$ cat config.mk
export PLATFORM = sky130hd
export DESIGN_NAME = bin2bcd_seq_flat
export DESIGN_NICKNAME = d
export VERILOG_FILES = /design/src/rtl/bin2bcd_seq_pkg.sv /design/src/rtl/bin2bcd_seq_if.sv /design/src/rtl/bin2bcd_seq_dabble_adj.sv /design/src/rtl/bin2bcd_seq.sv /design/src/flat_wrapper.sv
export SDC_FILE = /design/constraint.sdc
export NUM_CORES = 1
export LEC_CHECK = 0
export BUFFER_PORTS_ARGS = -buffer_cell sky130_fd_sc_hd__buf_4
export CAP_MARGIN = 10
export CORE_MARGIN = 2
export CORE_UTILIZATION = 45
export DETAILED_ROUTE_END_ITERATION = 7
export PLACE_DENSITY = 0.69
export SLEW_MARGIN = 30
export SYNTH_ARGS = -nofsm -noshare
export SYNTH_HDL_FRONTEND = slang
export SYNTH_SLANG_ARGS = --single-unit
$ cat constraint.sdc
create_clock -name clk -period 2.7 [get_ports clk]
set_input_delay 0 -clock clk [delete_from_list [all_inputs] [get_ports clk]]
set_output_delay 0 -clock clk [all_outputs]
set_load 0.01 [all_outputs]
$ cat src/rtl/bin2bcd_seq_pkg.sv
// Shared types and helpers for the sequential binary-to-BCD converter.
// Provides the FSM state encoding, the BCD digit type and a constant
// power-of-ten helper used for the elaboration-time width check.
package bcd_pkg;

  localparam int BCD_DIGIT_W = 4;

  typedef enum logic [1:0] {
    IDLE  = 2'd0,
    SHIFT = 2'd1,
    DONE  = 2'd2
  } conv_state_t;

  typedef logic [3:0] bcd_digit_t;

  function automatic longint unsigned pow10(input int n);
    longint unsigned p;
    p = 64'd1;
    for (int i = 0; i < n; i++) p = p * 64'd10;
    return p;
  endfunction

endpackage

$ cat src/rtl/bin2bcd_seq_if.sv
// Start/done handshake bundle between a requester and bin2bcd_seq.
//   start : request a conversion (requester -> converter)
//   bin   : unsigned binary value, W bits (requester -> converter)
//   busy  : conversion in progress (converter -> requester)
//   done  : one-cycle pulse, bcd holds a new result (converter -> requester)
//   bcd   : D packed BCD digits, digit 0 = units (converter -> requester)
interface bin2bcd_seq_if #(
  parameter int W = 8,
  parameter int D = 3
) ();

  logic           start;
  logic [W-1:0]   bin;
  logic           busy;
  logic           done;
  logic [4*D-1:0] bcd;

  modport master (output start, output bin, input busy, input done, input bcd);
  modport slave  (input start, input bin, output busy, output done, output bcd);

endinterface

$ cat src/rtl/bin2bcd_seq_dabble_adj.sv
// Double-dabble digit correction: a BCD digit of 5 or more gets +3 so the
// following left shift carries correctly into the next decimal digit.
//   in_i  : BCD digit before correction
//   out_o : corrected digit (4-bit add, no carry out)
module dabble_adj
  import bcd_pkg::*;
(
  input  bcd_digit_t in_i,
  output bcd_digit_t out_o
);

  assign out_o = (in_i >= 4'd5) ? bcd_digit_t'(in_i + 4'd3) : in_i;

endmodule

$ cat src/rtl/bin2bcd_seq.sv
// Sequential binary-to-BCD converter, one input bit per clock
// (shift-and-add-3). Feeds per-digit 7-segment decoders via bus.bcd.
//   clk : system clock, rising edge
//   rst : asynchronous active-high reset
//   bus : slave side of bin2bcd_seq_if (start/bin in, busy/done/bcd out)
//
// state | meaning
// IDLE  | waiting for start, bcd holds last result
// SHIFT | one correct+shift step per cycle, cnt bits remaining
// DONE  | done pulse, new result visible on bcd
module bin2bcd_seq
  import bcd_pkg::*;
#(
  parameter int W = 8,
  parameter int D = 3
) (
  input  logic          clk,
  input  logic          rst,
  bin2bcd_seq_if.slave  bus
);

  localparam int BCD_W  = BCD_DIGIT_W * D;
  localparam int WORK_W = BCD_W + W;
  localparam int CNT_W  = $clog2(W + 1);

  if (pow10(D) <= ((64'd1 << W) - 64'd1)) begin : g_bad_params
    $error("bin2bcd_seq: D=%0d digits cannot represent all W=%0d bit values", D, W);
  end

  conv_state_t       state_q, state_d;
  logic [WORK_W-1:0] work_q, work_d;
  logic [CNT_W-1:0]  cnt_q, cnt_d;
  logic [BCD_W-1:0]  bcd_q, bcd_d;
  logic              done_q, done_d;

  logic [BCD_W-1:0]  adj;
  logic [WORK_W-1:0] work_pre;
  logic [WORK_W-1:0] work_shl;

  for (genvar g = 0; g < D; g++) begin : g_adj
    dabble_adj u_adj (
      .in_i  (work_q[W + BCD_DIGIT_W*g +: BCD_DIGIT_W]),
      .out_o (adj[BCD_DIGIT_W*g +: BCD_DIGIT_W])
    );
  end

  // Correct every digit first, then shift the whole register by one.
  assign work_pre = {adj, work_q[W-1:0]};
  assign work_shl = {work_pre[WORK_W-2:0], 1'b0};

  always_comb begin
    state_d = state_q;
    work_d  = work_q;
    cnt_d   = cnt_q;
    bcd_d   = bcd_q;
    done_d  = 1'b0;
    case (state_q)
      IDLE: begin
        if (bus.start) begin
          work_d  = {{BCD_W{1'b0}}, bus.bin};
          cnt_d   = CNT_W'(W);
          state_d = SHIFT;
        end
      end
      SHIFT: begin
        work_d = work_shl;
        cnt_d  = cnt_q - CNT_W'(1);
        if (cnt_q == CNT_W'(1)) begin
          bcd_d   = work_shl[WORK_W-1 -: BCD_W];
          done_d  = 1'b1;
          state_d = DONE;
        end
      end
      DONE:    state_d = IDLE;
      default: state_d = IDLE;
    endcase
  end

  always_ff @(posedge clk or posedge rst) begin
    if (rst) begin
      state_q <= IDLE;
      work_q  <= '0;
      cnt_q   <= '0;
      bcd_q   <= '0;
      done_q  <= 1'b0;
    end else begin
      state_q <= state_d;
      work_q  <= work_d;
      cnt_q   <= cnt_d;
      bcd_q   <= bcd_d;
      done_q  <= done_d;
    end
  end

  assign bus.busy = (state_q != IDLE);
  assign bus.done = done_q;
  assign bus.bcd  = bcd_q;

endmodule

$ cat src/flat_wrapper.sv
// flat-port wrapper written by rule: the top's interface ports become plain ports
module bin2bcd_seq_flat import bcd_pkg::*;
#(
  parameter int W = 8,
  parameter int D = 3
)
  (clk, rst, bus_start, bus_bin, bus_busy, bus_done, bus_bcd);
  bin2bcd_seq_if #(.W(W), .D(D)) bus_i ();
  input  logic clk;
  input  logic rst;
  input wire logic [$bits(bus_i.start)-1:0] bus_start;
  input wire logic [$bits(bus_i.bin)-1:0] bus_bin;
  output wire logic [$bits(bus_i.busy)-1:0] bus_busy;
  output wire logic [$bits(bus_i.done)-1:0] bus_done;
  output wire logic [$bits(bus_i.bcd)-1:0] bus_bcd;
  assign bus_i.start = bus_start;
  assign bus_i.bin = bus_bin;
  assign bus_busy = bus_i.busy;
  assign bus_done = bus_i.done;
  assign bus_bcd = bus_i.bcd;
  bin2bcd_seq #(.W(W), .D(D)) u_core (.clk(clk), .rst(rst), .bus(bus_i));
endmodule
==> results of run 1 <==
[worst max-delay path: stages, from the launching register on]
cell and delay, ns:
dfrtp_1 0.39, inv_1 0.08, ha_1 0.15, nor4bb_4 0.32, nand2b_2 0.20, clkinv_1 0.26
mux2_2 0.37
[registers in the layout (all words and copies together), names as in the netlist]
name and cells:
u_core.cnt_q 4, u_core.bus.bcd 12, u_core.bus.done 1, u_core.work_q 20, u_core.state_q 2
[cell families after synthesis]
logic type / count (synthesis) / share of synthesized area, %
AOI/OAI and AO/OA: 52 / 15.1
xor gates and xnor gates: 3 / 1.39
adders and majority gates: 8 / 5.31
buffers and inverters: 20 / 4.71
DFF: 39 / 51.8
muxes: 7 / 4.52
and+or+nand+nor: 61 / 17.1
[final cells by class]
cell class | count | area share [%]
multi-input cells | 131 | 37.4
inverters | 12 | 2.06
flip-flops and latches | 39 | 44.6
repair buffers | 28 | 9.72
well taps | 50 | 2.86
clock buffers | 6 | 3.32
[timing repair]
action,CTS,global route
hold buffers,1,0
gates resized for setup,0,0
setup buffers,0,0
hold endpoints to repair,39,0
[synthesized netlist by cell type]
master / instances / area, um2
dfrtp_1: 39 / 976
nand2_1: 29 / 109
o21ai_0: 29 / 145
a21oi_1: 14 / 70.1
inv_1: 11 / 41.3
nor3b_1: 9 / 67.6
ha_1: 8 / 100
nor2_1: 7 / 26.3
a22o_1: 5 / 43.8
buf_2: 5 / 25.0
nand2b_1: 5 / 31.3
mux2_2: 4 / 45.0
nor3_1: 4 / 20.0
a31oi_1: 3 / 18.8
xnor2_1: 3 / 26.3
clkbuf_1: 2 / 7.51
mux2_4: 2 / 30.0
nor2b_1: 2 / 12.5
buf_6: 1 / 11.3
clkinv_1: 1 / 3.75
mux2i_1: 1 / 10.0
nand2b_2: 1 / 8.76
nand3b_1: 1 / 7.51
nor4bb_4: 1 / 25.0
o21bai_1: 1 / 7.51
or2_2: 1 / 6.26
or3b_2: 1 / 8.76
[where the power goes]
part / internal [mW] / leakage, nW / switching, mW
Combinational: 0.560 / 0.477 / 0.593
Clock: 0.172 / 0.0371 / 0.177
Sequential: 0.841 / 0.493 / 0.215
Total: 1.57 / 1.01 / 0.985
[metal layers]
layer / vias up / share of wire (%) / wire length [um]
met4: 0 / 1.6 / 57
met1: 649 / 48 / 1690
met5: - / 0 / 0
met3: 6 / 4.2 / 148
met2: 27 / 46 / 1610
li1: 698 / - / -
[worst max path at each step]
stage                               start                 to  slack [ns]
final                     u_core.cnt_q[1]  u_core.bus.bcd[9]        0.82
after global routing      u_core.cnt_q[1]  u_core.bus.bcd[9]        0.64
after detailed placement  u_core.cnt_q[1]  u_core.bus.bcd[9]        0.79
after floorplan           u_core.cnt_q[1]  u_core.bus.bcd[1]        1.13
after CTS                 u_core.cnt_q[1]  u_core.bus.bcd[9]        0.78
after global placement    u_core.cnt_q[1]  u_core.bus.bcd[9]        0.89
==> metrics.md, run 1 <==
| Metric | Value |
|---|---|
| Vias in the first global route | 1,303 |
| Worst hold path type | primary input to flop |
| Via density | 5.19 |
| GR Overflow Total | 0 |
| Initial Utilization | 46.8% |
| Final wirelength | ~3.5 mm |
| #FFs+latches synth | 39 |
| Data required, critical path | about 2.9 ns |
| Gp weighted congestion | around 0.74 |
| Design Power | 2.56 mW |
| Area Growth Syn to Fin | 16.1% |
| Die area | 4720 um2 |
| First-pass GRT wire length | 5.90 mm |
| RSZ-0062 raised after global routing | false |
| Grt met3 use | between 4 and 5% |
| GR Util All Layers | ~17% |
| Final hold vios | 0 |
| Finished Core Util | 54.3% |
| Most common cell after layout, fill and taps aside | dfrtp_1 |
| Min Hold Slack | 0.120 ns |
| DRC viols | 0 |
| Post-synthesis area per instance | 9.92 um2 |
| Synth Net Count | 209 |
| # rows | 23 |
| Depth of the CTS H-tree | 2 |
| Multi-input gate area | around 820 um2 |
| Pre-antenna DRT Iters | 4 |
| Critical Path End Type | flop |
| Hold wc startpoint | bus_bin[0] |
| Leakage Power | roughly 1 nW |
| Total CTS buffers | 5 |
| Nets | 236 |
| Post-DP HPWL | around 2.4 mm |
| Ports | 25 |
| Mapped cell area | 1880 um2 |
| Place WS | 0.787 ns |
| Setup TNS Final | 0 ns |
| Die W | 68.7 um |
| Layout cells sized above 1 | 19.4% |
| Non-Filler Instances | around 270 |
| Worst Reg-to-Reg Cells | 6 |
| GR peak layer | met2 |
| Worst-path clk slew | about 0.060 ns |
| CP Class | flop to flop |
| Worst Max-Slew Pin Slew | 0.512 ns |
| Synth unique cells | 27 |
| Outcome | complete, no violations |
| Hold path depth | 5 |
| Input/output buffers | 24 |
| FILL cells | just under 400 |
| Worst Clk Skew | around 0.0052 ns |
| CTS tree | built |
| Vias | roughly 1,400 |
| Met2 usage | 28.0% |
| Dpl cells | 259 |
| Crit start category | flop |
| ANT cells | 0 |
| Max clock buf depth | 2 |
| DR WL/cell | ~13 um |
| Clock Latency Late Sink | 0.28 ns |
| Worst R2R Setup Slack | between 0.8 and 0.9 ns |
| Crit share post-route | around 70% |
| Worst r2r src | u_core.cnt_q[1] |
| Initial antenna violation count | 0 |
| Clock sinks | 39 |
| DRT antenna net count | 0 |
| Placed Area | about 2100 um2 |
| Met1 Use GR | a little over a fifth |
| Post-synthesis cell count | 190 |
| Core area | 4030 um2 |
| Max Slew Vio Count | 0 |
| Max-Cap Viols | 0 |
| Fmax | around 530 MHz |
| Most frequent cells in the layout | dfrtp_1 (39), nand2_1 (29), o21ai_0 (29), buf_4 (27), a21oi_1 (14) |
| Post-synthesis sequential area ratio | roughly 52% |
| Slew HR | about two thirds |
| Design area | about 2200 um2 |
| Root Buffer | clkbuf_8 |
| Largest net degree at the start of global routing | 40 |
| WHS Endpoint | u_core.work_q[0] |
| Ys Warns | 0 |
| Final setup violation count | 0 |
| Final worst setup slack | around 0.82 ns |
| Register Area | 976 um2 |
| 1st-iter DRT viols | 90 |
| Worst r2r dst | u_core.bus.bcd[9] |
| Tmin final | ~1.9 ns |
| Worst vdd ir | 0.492 mV |
| Pwr per Cell Area | ~1200 nW/um2 |
| DIE HEIGHT | roughly 69 um |
| CP Max Fanout | 13 |
| Critical path data arrival time | 2.05 ns |
Note: power is estimated with default switching activity, not from simulation.
==> run 2, diff against run 1 <==
--- a/config.mk
+++ b/config.mk
@@ -5,6 +5,7 @@
 export SDC_FILE = /design/constraint.sdc
 export NUM_CORES = 1
 export LEC_CHECK = 0
+export ABC_AREA = 1
 export BUFFER_PORTS_ARGS = -buffer_cell sky130_fd_sc_hd__buf_4
 export CAP_MARGIN = 10
 export CORE_MARGIN = 2
==> constraint.sdc (replaced) <==
create_clock -name clk -period 1.8 [get_ports clk]
set_input_delay 0 -clock clk [delete_from_list [all_inputs] [get_ports clk]]
set_output_delay 0 -clock clk [all_outputs]
set_load 0.01 [all_outputs]
==> run 2 against run 1 <==
Compared with the run above:
- hold slack improved by 0.022 ns
- maximum frequency increased by 36%
- combinational power increased by 55%
- final area increased by 4.9%
- non-clock buffer count increased by 8
- global-route usage increased by 0.16 points
- largest cell class unchanged
- sequential power increased by 43%
- register-to-register slack got worse by 0.40 ns
- count of clock-buffer cells in the layout increased by 1
- die area increased by 1.7%
- critical path depth increased by 2
- via count increased by 14%
==> metrics.md, run 2 <==
| Metric | Value |
|---|---|
| Met2 usage | 27.6% (-0.44 points) |
| Vias | 1,579 (+14%) |
| Ports | 25 (unchanged) |
| Worst Clk Skew | 0.0111 ns (+0.00586 ns) |
| DRC viols | 0 (unchanged) |
| Crit-path cells | inv_1 -> ha_1 -> nand2_1 -> nand2_1 -> nand2_1 -> nand2_1 -> nand3_1 -> nand2_1 |
| Max incr delay on CP | 0.43 ns (+0.04 ns) |
| Worst r2r dst | u_core.work_q[13] |
| Most frequent cell after synthesis | nand2_1 |
| Min Hold Slack | 0.143 ns (+0.0222 ns) |
| Die W | 69.3 um (+0.84%) |
| Worst vdd ir | 0.905 mV (+84%) |
| RSZ-0062 raised after global routing | false |
| Final wirelength | 3.83 mm (+9.1%) |
| Initial antenna violation count | 0 (unchanged) |
| Register Area | 976 um2 (unchanged) |
| Final setup violation count | 0 (unchanged) |
| Via density | 4.98 (-4.0%) |
| GR Overflow Total | 0 (unchanged) |
| Place WS | 0.447 ns (-0.341 ns) |
| Grt met3 use | 4.07% (-0.31 points) |
| CP Max Fanout | 5 (-8) |
| Initial Utilization | 47.3% (+0.50 points) |
| Post-synth top area share | 50.9% (-0.91 points) |
| First-pass GRT wire length | 6.81 mm (+15%) |
| Post-synthesis cell count | 228 (+20%) |
| Number of post-CTS setup repair buffers | 0 (unchanged) |
| Max-Cap Viols | 0 (unchanged) |
| Layout cells sized above 1 | 16.1% (-3.3 points) |
| Synth unique cells | 20 (-26%) |
| Buffers & Inverters on Critical Path | 1 (-1) |
| FILL cells | 391 (unchanged) |
| DRT antenna net count | 0 (unchanged) |
| Asr flop ratio synth | 100% (unchanged) |
| Largest net degree at the start of global routing | 40 (unchanged) |
| Data required, critical path | 1.99 ns (-0.88 ns) |
| Crit share post-route | 76.7% (+6.9 points) |
| Finished Core Util | 56.6% (+2.2 points) |
| Crit. path cell count | 8 (+2) |
| Worst R2R Setup Slack | 0.42 ns (-0.40 ns) |
| Max Slew Vio Count | 0 (unchanged) |
| Clock Latency Late Sink | 0.29 ns (about the same) |
| Slew HR | 66.1% (+0.23 points) |
| Gp weighted congestion | 0.836 (+12%) |
| Worst-path clk slew | 0.08 ns (+0.02 ns) |
| Ys Warns | 0 (unchanged) |
| Crit start category | flop |
| Hold buffer count at cts | 9 (+8) |
| Synth cell count leaders | nand2_1 (91), dfrtp_1 (39), nand3_1 (29) |
| Nets | 285 (+21%) |
| Worst hold path type | primary input to flop |
| Max clock buf depth | 2 (unchanged) |
| Pre-antenna DRT Iters | 4 (unchanged) |
| Hold wc startpoint | bus_start |
| # rows | 23 (unchanged) |
| Die area | 4800 um2 (+1.7%) |
| Post-synthesis sequential area ratio | 50.9% (-0.91 points) |
| Slowest CP cell | dfrtp_1 |
| Final worst setup slack | 0.419 ns (-0.397 ns) |
| Synth Flop Type | dfrtp_1 |
| Outcome | complete, no violations |
| Most common cell after layout, fill and taps aside | nand2_1 |
| Final hold vios | 0 (unchanged) |
| GR peak layer | met2 |
| Root Buffer | clkbuf_8 |
| 1st-iter DRT viols | 109 (+21%) |
| Worst Max-Slew Pin Slew | 0.508 ns (-0.00350 ns) |
| CP top delay family | simple AND/OR/NAND/NOR gates |
| Core area | 4060 um2 (+0.71%) |
| Input/output buffers | 24 (unchanged) |
| Worst Reg-to-Reg Cells | 8 (+2) |
| Pwr per Cell Area | 1680 nW/um2 (+44%) |
| CP dominant cell by count | nand2_1 |
| CTS tree | built |
| CP Class | flop to flop |
| Post-synth EDFFs | 0 (unchanged) |
| Post-synthesis area per instance | 8.41 um2 (-15%) |
| Largest area contributor in the netlist | dfrtp_1 |
| ANT cells | 0 (unchanged) |
| Number of flip-flops in the largest register | 20 (unchanged) |
| Worst setup path endpoint | u_core.work_q[13] |
| Post-CTS Resized | 0 (unchanged) |
| Vias in the first global route | 1,514 (+16%) |
| Post-DP HPWL | 2.51 mm (+2.9%) |
| #FFs+latches synth | 39 (unchanged) |
| Setup TNS Final | 0 ns (unchanged) |
| Met1 Use GR | 23.4% (+1.4 points) |
| DIE HEIGHT | 69.3 um (+0.84%) |
| Area Growth Syn to Fin | 19.6% |
| Multi-input gate area | 795 um2 (-3.1%) |
| DR WL/cell | 12.1 um (-8.5%) |
| Worst r2r src | u_core.work_q[12] |
| Tmin final | 1.38 ns (-0.503 ns) |
| Total CTS buffers | 5 (unchanged) |
| Leakage Power | 1.21 nW (+20%) |
| Fmax | 724 MHz (+36%) |
| Mapped cell area | 1920 um2 (+1.8%) |
| Top reg by flops | u_core.work_q |
| Critical path startpoint | u_core.work_q[12] |
| Most frequent cells in the layout | nand2_1 (91), dfrtp_1 (39), nand3_1 (29), buf_4 (27), inv_1 (18) |
| Critical Path End Type | flop |
| Main area contributors after synthesis | dfrtp_1 (51%), nand2_1 (18%), nand3_1 (7.6%) |
| Clock sinks | 39 (unchanged) |
| GR Util All Layers | 17.4% (+0.16 points) |
| Synth Net Count | 247 (+18%) |
| Critical path data arrival time | 1.57 ns (-0.48 ns) |
| Depth of the CTS H-tree | 2 (unchanged) |
==> run 2: metal layers <==
metal  vias up  routed length (um)
li1        806                   -
met1       730                1820
met2        37                1760
met3         6                 186
met4         0                  65
met5         -                   0
==> run 2: cells by family after synthesis <==
| kind of cell | share of synthesized area (%) |
|---|---|
| flops | 50.9 |
| buf+inv | 7.70 |
| xor+xnor | 0.457 |
| compound gates | 5.09 |
| fa+ha+maj | 5.22 |
| simple gates | 30.7 |
==> run 2: metrics by stage <==
step | power (mW) | area (um2) | std cells
2_1_floorplan | 2.83 | 1920 | 228
3_3_place_gp | 3.25 | 2120 | 300
3_5_place_dp | 3.30 | 2120 | 300
4_1_cts | 3.90 | 2290 | 317
5_1_grt | 4.25 | 2290 | 317
6_report | 3.87 | 2290 | 317
==> run 2: worst reg2reg max path: stages, from the launching register on <==
cell and delay [ns]:
dfrtp_1 0.43, inv_1 0.10, ha_1 0.23, nand2_1 0.09
nand2_1 0.09, nand2_1 0.14, nand2_1 0.09, nand3_1 0.08
nand2_1 0.05
==> run 2: layout make-up <==
type | count | share of cell area [%]
clock buffers | 7 | 3.33
clock inverters | 1 | 0.218
inverters | 22 | 3.82
multi-input cells | 162 | 34.6
flip-flops and latches | 39 | 42.5
well taps | 50 | 2.73
repair buffers | 36 | 12.8
==> run 2: how the worst min path moves through the flow <==
| stage | end | slack (ns) | depth (start not counted) |
|---|---|---|---|
| 3_3_place_gp | u_core.work_q[0] | 0.16 | 3 |
| 4_1_cts | u_core.work_q[8] | 0.15 | 4 |
| 6_report | u_core.work_q[15] | 0.14 | 4 |
| 2_1_floorplan | u_core.work_q[0] | 0.12 | 2 |
| 5_1_grt | u_core.work_q[8] | 0.17 | 4 |
| 3_5_place_dp | u_core.work_q[1] | 0.16 | 3 |
==> run 2: power by group <==
group	total [mW]	leakage, nW	internal [mW]	switching, mW
combinational	1.78	0.676	0.709	1.07
clock	0.568	0.0422	0.272	0.296
sequential	1.52	0.496	1.26	0.264
==> run 3, diff against run 2 <==
--- a/config.mk
+++ b/config.mk
@@ -11,7 +11,7 @@
 export CORE_MARGIN = 2
 export CORE_UTILIZATION = 45
 export DETAILED_ROUTE_END_ITERATION = 7
-export PLACE_DENSITY = 0.69
+export PLACE_DENSITY = 0.71
 export SLEW_MARGIN = 30
 export SYNTH_ARGS = -nofsm -noshare
 export SYNTH_HDL_FRONTEND = slang
==> constraint.sdc (replaced) <==
create_clock -name clk -period 1.2 [get_ports clk]
set_input_delay 0 -clock clk [delete_from_list [all_inputs] [get_ports clk]]
set_output_delay 0 -clock clk [all_outputs]
set_load 0.01 [all_outputs]
==> run 3 against run 2 <==
Compared with the run above:
- the flow now finishes with violations (setup timing)
- hold slack worse by 0.015 ns
- critical path depth did not move
- largest cell class is now multi-input gates
- critical path type unchanged
- setup slack got worse by 0.47 ns
- total power rose by 110%
- combinational power grew to 2.5 times the previous value
==> metrics.md, run 3 (synthesis gave the netlist of run 2 again) <==
| Metric | Value |
|---|---|
| Tmin final | 1.25 ns (-0.128 ns) |
| Input/output buffers | 24 (unchanged) |
| ANT cells | 0 (unchanged) |
| Clock sinks | 39 (unchanged) |
| Crit-path cells | inv_2 -> ha_4 -> nand2_4 -> nor2_4 -> buf_12 -> buf_12 -> nand3_4 -> nand2_1 |
| CP top delay family | flip-flops |
| Vias | 1,732 (+9.7%) |
| RSZ-0062 raised after global routing | true |
| Crit share post-route | 104% (+28 points) |
| Routed wl met3 | 209 um (+12%) |
| Pwr per Cell Area | 2750 nW/um2 (+63%) |
| Top reg by flops | u_core.work_q |
| Max-Cap Viols | 0 (unchanged) |
| Die W | 69.3 um (unchanged) |
| Nets | 314 (+10%) |
| Outcome | finished, violations left |
| First-pass GRT wire length | 7.08 mm (+4.0%) |
| Initial antenna violation count | 0 (unchanged) |
| Critical path data arrival time | 1.49 ns (-0.08 ns) |
| Vias in the first global route | 1,574 (+4.0%) |
| DR WL/cell | 13.4 um (+11%) |
| Final wirelength | 4.65 mm (+21%) |
| Via density | 5.01 (+0.50%) |
| Worst-path clk slew | 0.08 ns (about the same) |
| Die area | 4800 um2 (unchanged) |
| Post-DP HPWL | 2.53 mm (+0.74%) |
| Worst Clk Skew | 0.0123 ns (+0.00119 ns) |
| Data required, critical path | 1.44 ns (-0.55 ns) |
| Total CTS buffers | 5 (unchanged) |
| Leakage Power | 1.47 nW (+21%) |
| Crit start category | flop |
| CP Max Fanout | 6 (+1) |
| DRT antenna net count | 0 (unchanged) |
| Max clock buf depth | 2 (unchanged) |
| Slew HR | 67.0% (+0.93 points) |
| Failing checks | setup timing |
| GR Overflow Total | 0 (unchanged) |
| Clock Latency Late Sink | 0.30 ns (about the same) |
| Number of flip-flops in the largest register | 20 (unchanged) |
| Pre-antenna DRT Iters | 4 (unchanged) |
| Fmax | 799 MHz (+10%) |
| Worst vdd ir | 1.55 mV (+71%) |
| Final worst setup slack | -0.0521 ns (-0.472 ns) |
| DRC viols | 0 (unchanged) |
| Most common cell after layout, fill and taps aside | nand2_1 |
| Routed met1 length | 1.99 mm (+9.6%) |
| DIE HEIGHT | 69.3 um (unchanged) |
| 1st-iter DRT viols | 145 (+33%) |
| Final hold vios | 0 (unchanged) |
| Max incr delay on CP | 0.39 ns (-0.04 ns) |
| Critical Path End Type | flop |
| Area Growth Syn to Fin | 51.5% |
| Most frequent cells in the layout | nand2_1 (73), buf_4 (50), dfrtp_1 (37), nand3_2 (14), nand3_1 (13) |
| Gp weighted congestion | 0.865 (+3.5%) |
| Worst hold path type | primary input to flop |
| Slowest CP cell | dfrtp_1 |
| CP dominant cell by count | buf_12 |
| Largest net degree at the start of global routing | 40 (unchanged) |
| Layout cells sized above 1 | 43.9% (+28 points) |
| Final setup violation count | 13 (+13) |
| Place WS | -0.0624 ns (-0.509 ns) |
| Ports | 25 (unchanged) |
| Depth of the CTS H-tree | 2 (unchanged) |
| Worst Max-Slew Pin Slew | 0.494 ns (-0.0140 ns) |
| Initial Utilization | 47.3% (unchanged) |
| Buffers & Inverters on Critical Path | 3 (+2) |
| # rows | 23 (unchanged) |
| CP Class | flop to flop |
| Root Buffer | clkbuf_8 |
| CTS tree | built |
| DR top layer | met4 |
| Core area | 4060 um2 (unchanged) |
| Max Slew Vio Count | 0 (unchanged) |
| GR Util All Layers | 18.5% (+1.1 points) |
| Met2 WL post-DR | 2.32 mm (+32%) |
| Min Hold Slack | 0.127 ns (-0.0153 ns) |
run 3: area by class of cell:
cell class | instances | area, um2
inverters | 22 | 95.1
repair buffers | 65 | 567
multi-input cells | 162 | 1080
fillers | 284 | 1150
clock buffers | 6 | 82.6
flip-flops and latches | 39 | 978
well taps | 50 | 62.6
clock inverters | 2 | 35.0
run 3: worst reg2reg max path, delay by kind of cell, from the launching register on:
family        cells  cell delay [ns]
simple gates      4             0.30
flops             1             0.39
buf+inv           3             0.36
fa+ha+maj         1             0.15
run 3: what timing repair did:
action | 4_1_cts | 5_1_grt
hold buffers | 9 | 0
pin swaps | 13 | 37
buffers inserted | 5 | 9
setup endpoints to repair | 21 | 28
cloned | 1 | 1
hold endpoints to repair | 47 | 0
resized for setup | 33 | 56
run 3: layer usage:
layer | global-route usage, % | up-vias
li1 | - | 859
met1 | 23.5 | 808
met2 | 29.9 | 52
met3 | 3.92 | 13
met4 | 8.71 | 0
met5 | 0 | -
run 3: final timing paths:
kind / slack (ns) / depth (start not counted) / from / endpoint
setup / recovery: -0.05 / 8 / u_core.cnt_q[1] / u_core.bus.bcd[10]
hold reg to reg: 0.47 / 2 / u_core.bus.bcd[4] / u_core.bus.bcd[4]
setup reg to reg: -0.05 / 8 / u_core.cnt_q[1] / u_core.bus.bcd[10]
hold / removal: 0.13 / 4 / bus_start / u_core.work_q[7]
min in group asynchronous: 0.37 / 4 / rst / u_core.bus.bcd[6]
max in group asynchronous: 0.46 / 4 / rst / u_core.work_q[12]
run 3: through the flow:
step	TNS (ns)	cell area [um2]	utilization, %	power, mW	instances
2_1_floorplan	0	1920	-	4.25	228
4_1_cts	-0.119	2620	64.5	6.92	337
5_1_grt	-1.62	2910	71.6	8.57	346
3_3_place_gp	-0.353	2240	55.2	5.20	314
6_report	-0.376	2910	71.6	7.98	346
3_5_place_dp	-0.698	2240	55.2	5.27	314
run 3: report_power, final:
group          internal [mW]  switching (mW)  total [mW]  leakage [nW]
logic                   2.08            2.39        4.47         0.916
registers               1.89           0.458        2.35         0.494
clock network          0.673           0.484        1.16        0.0612
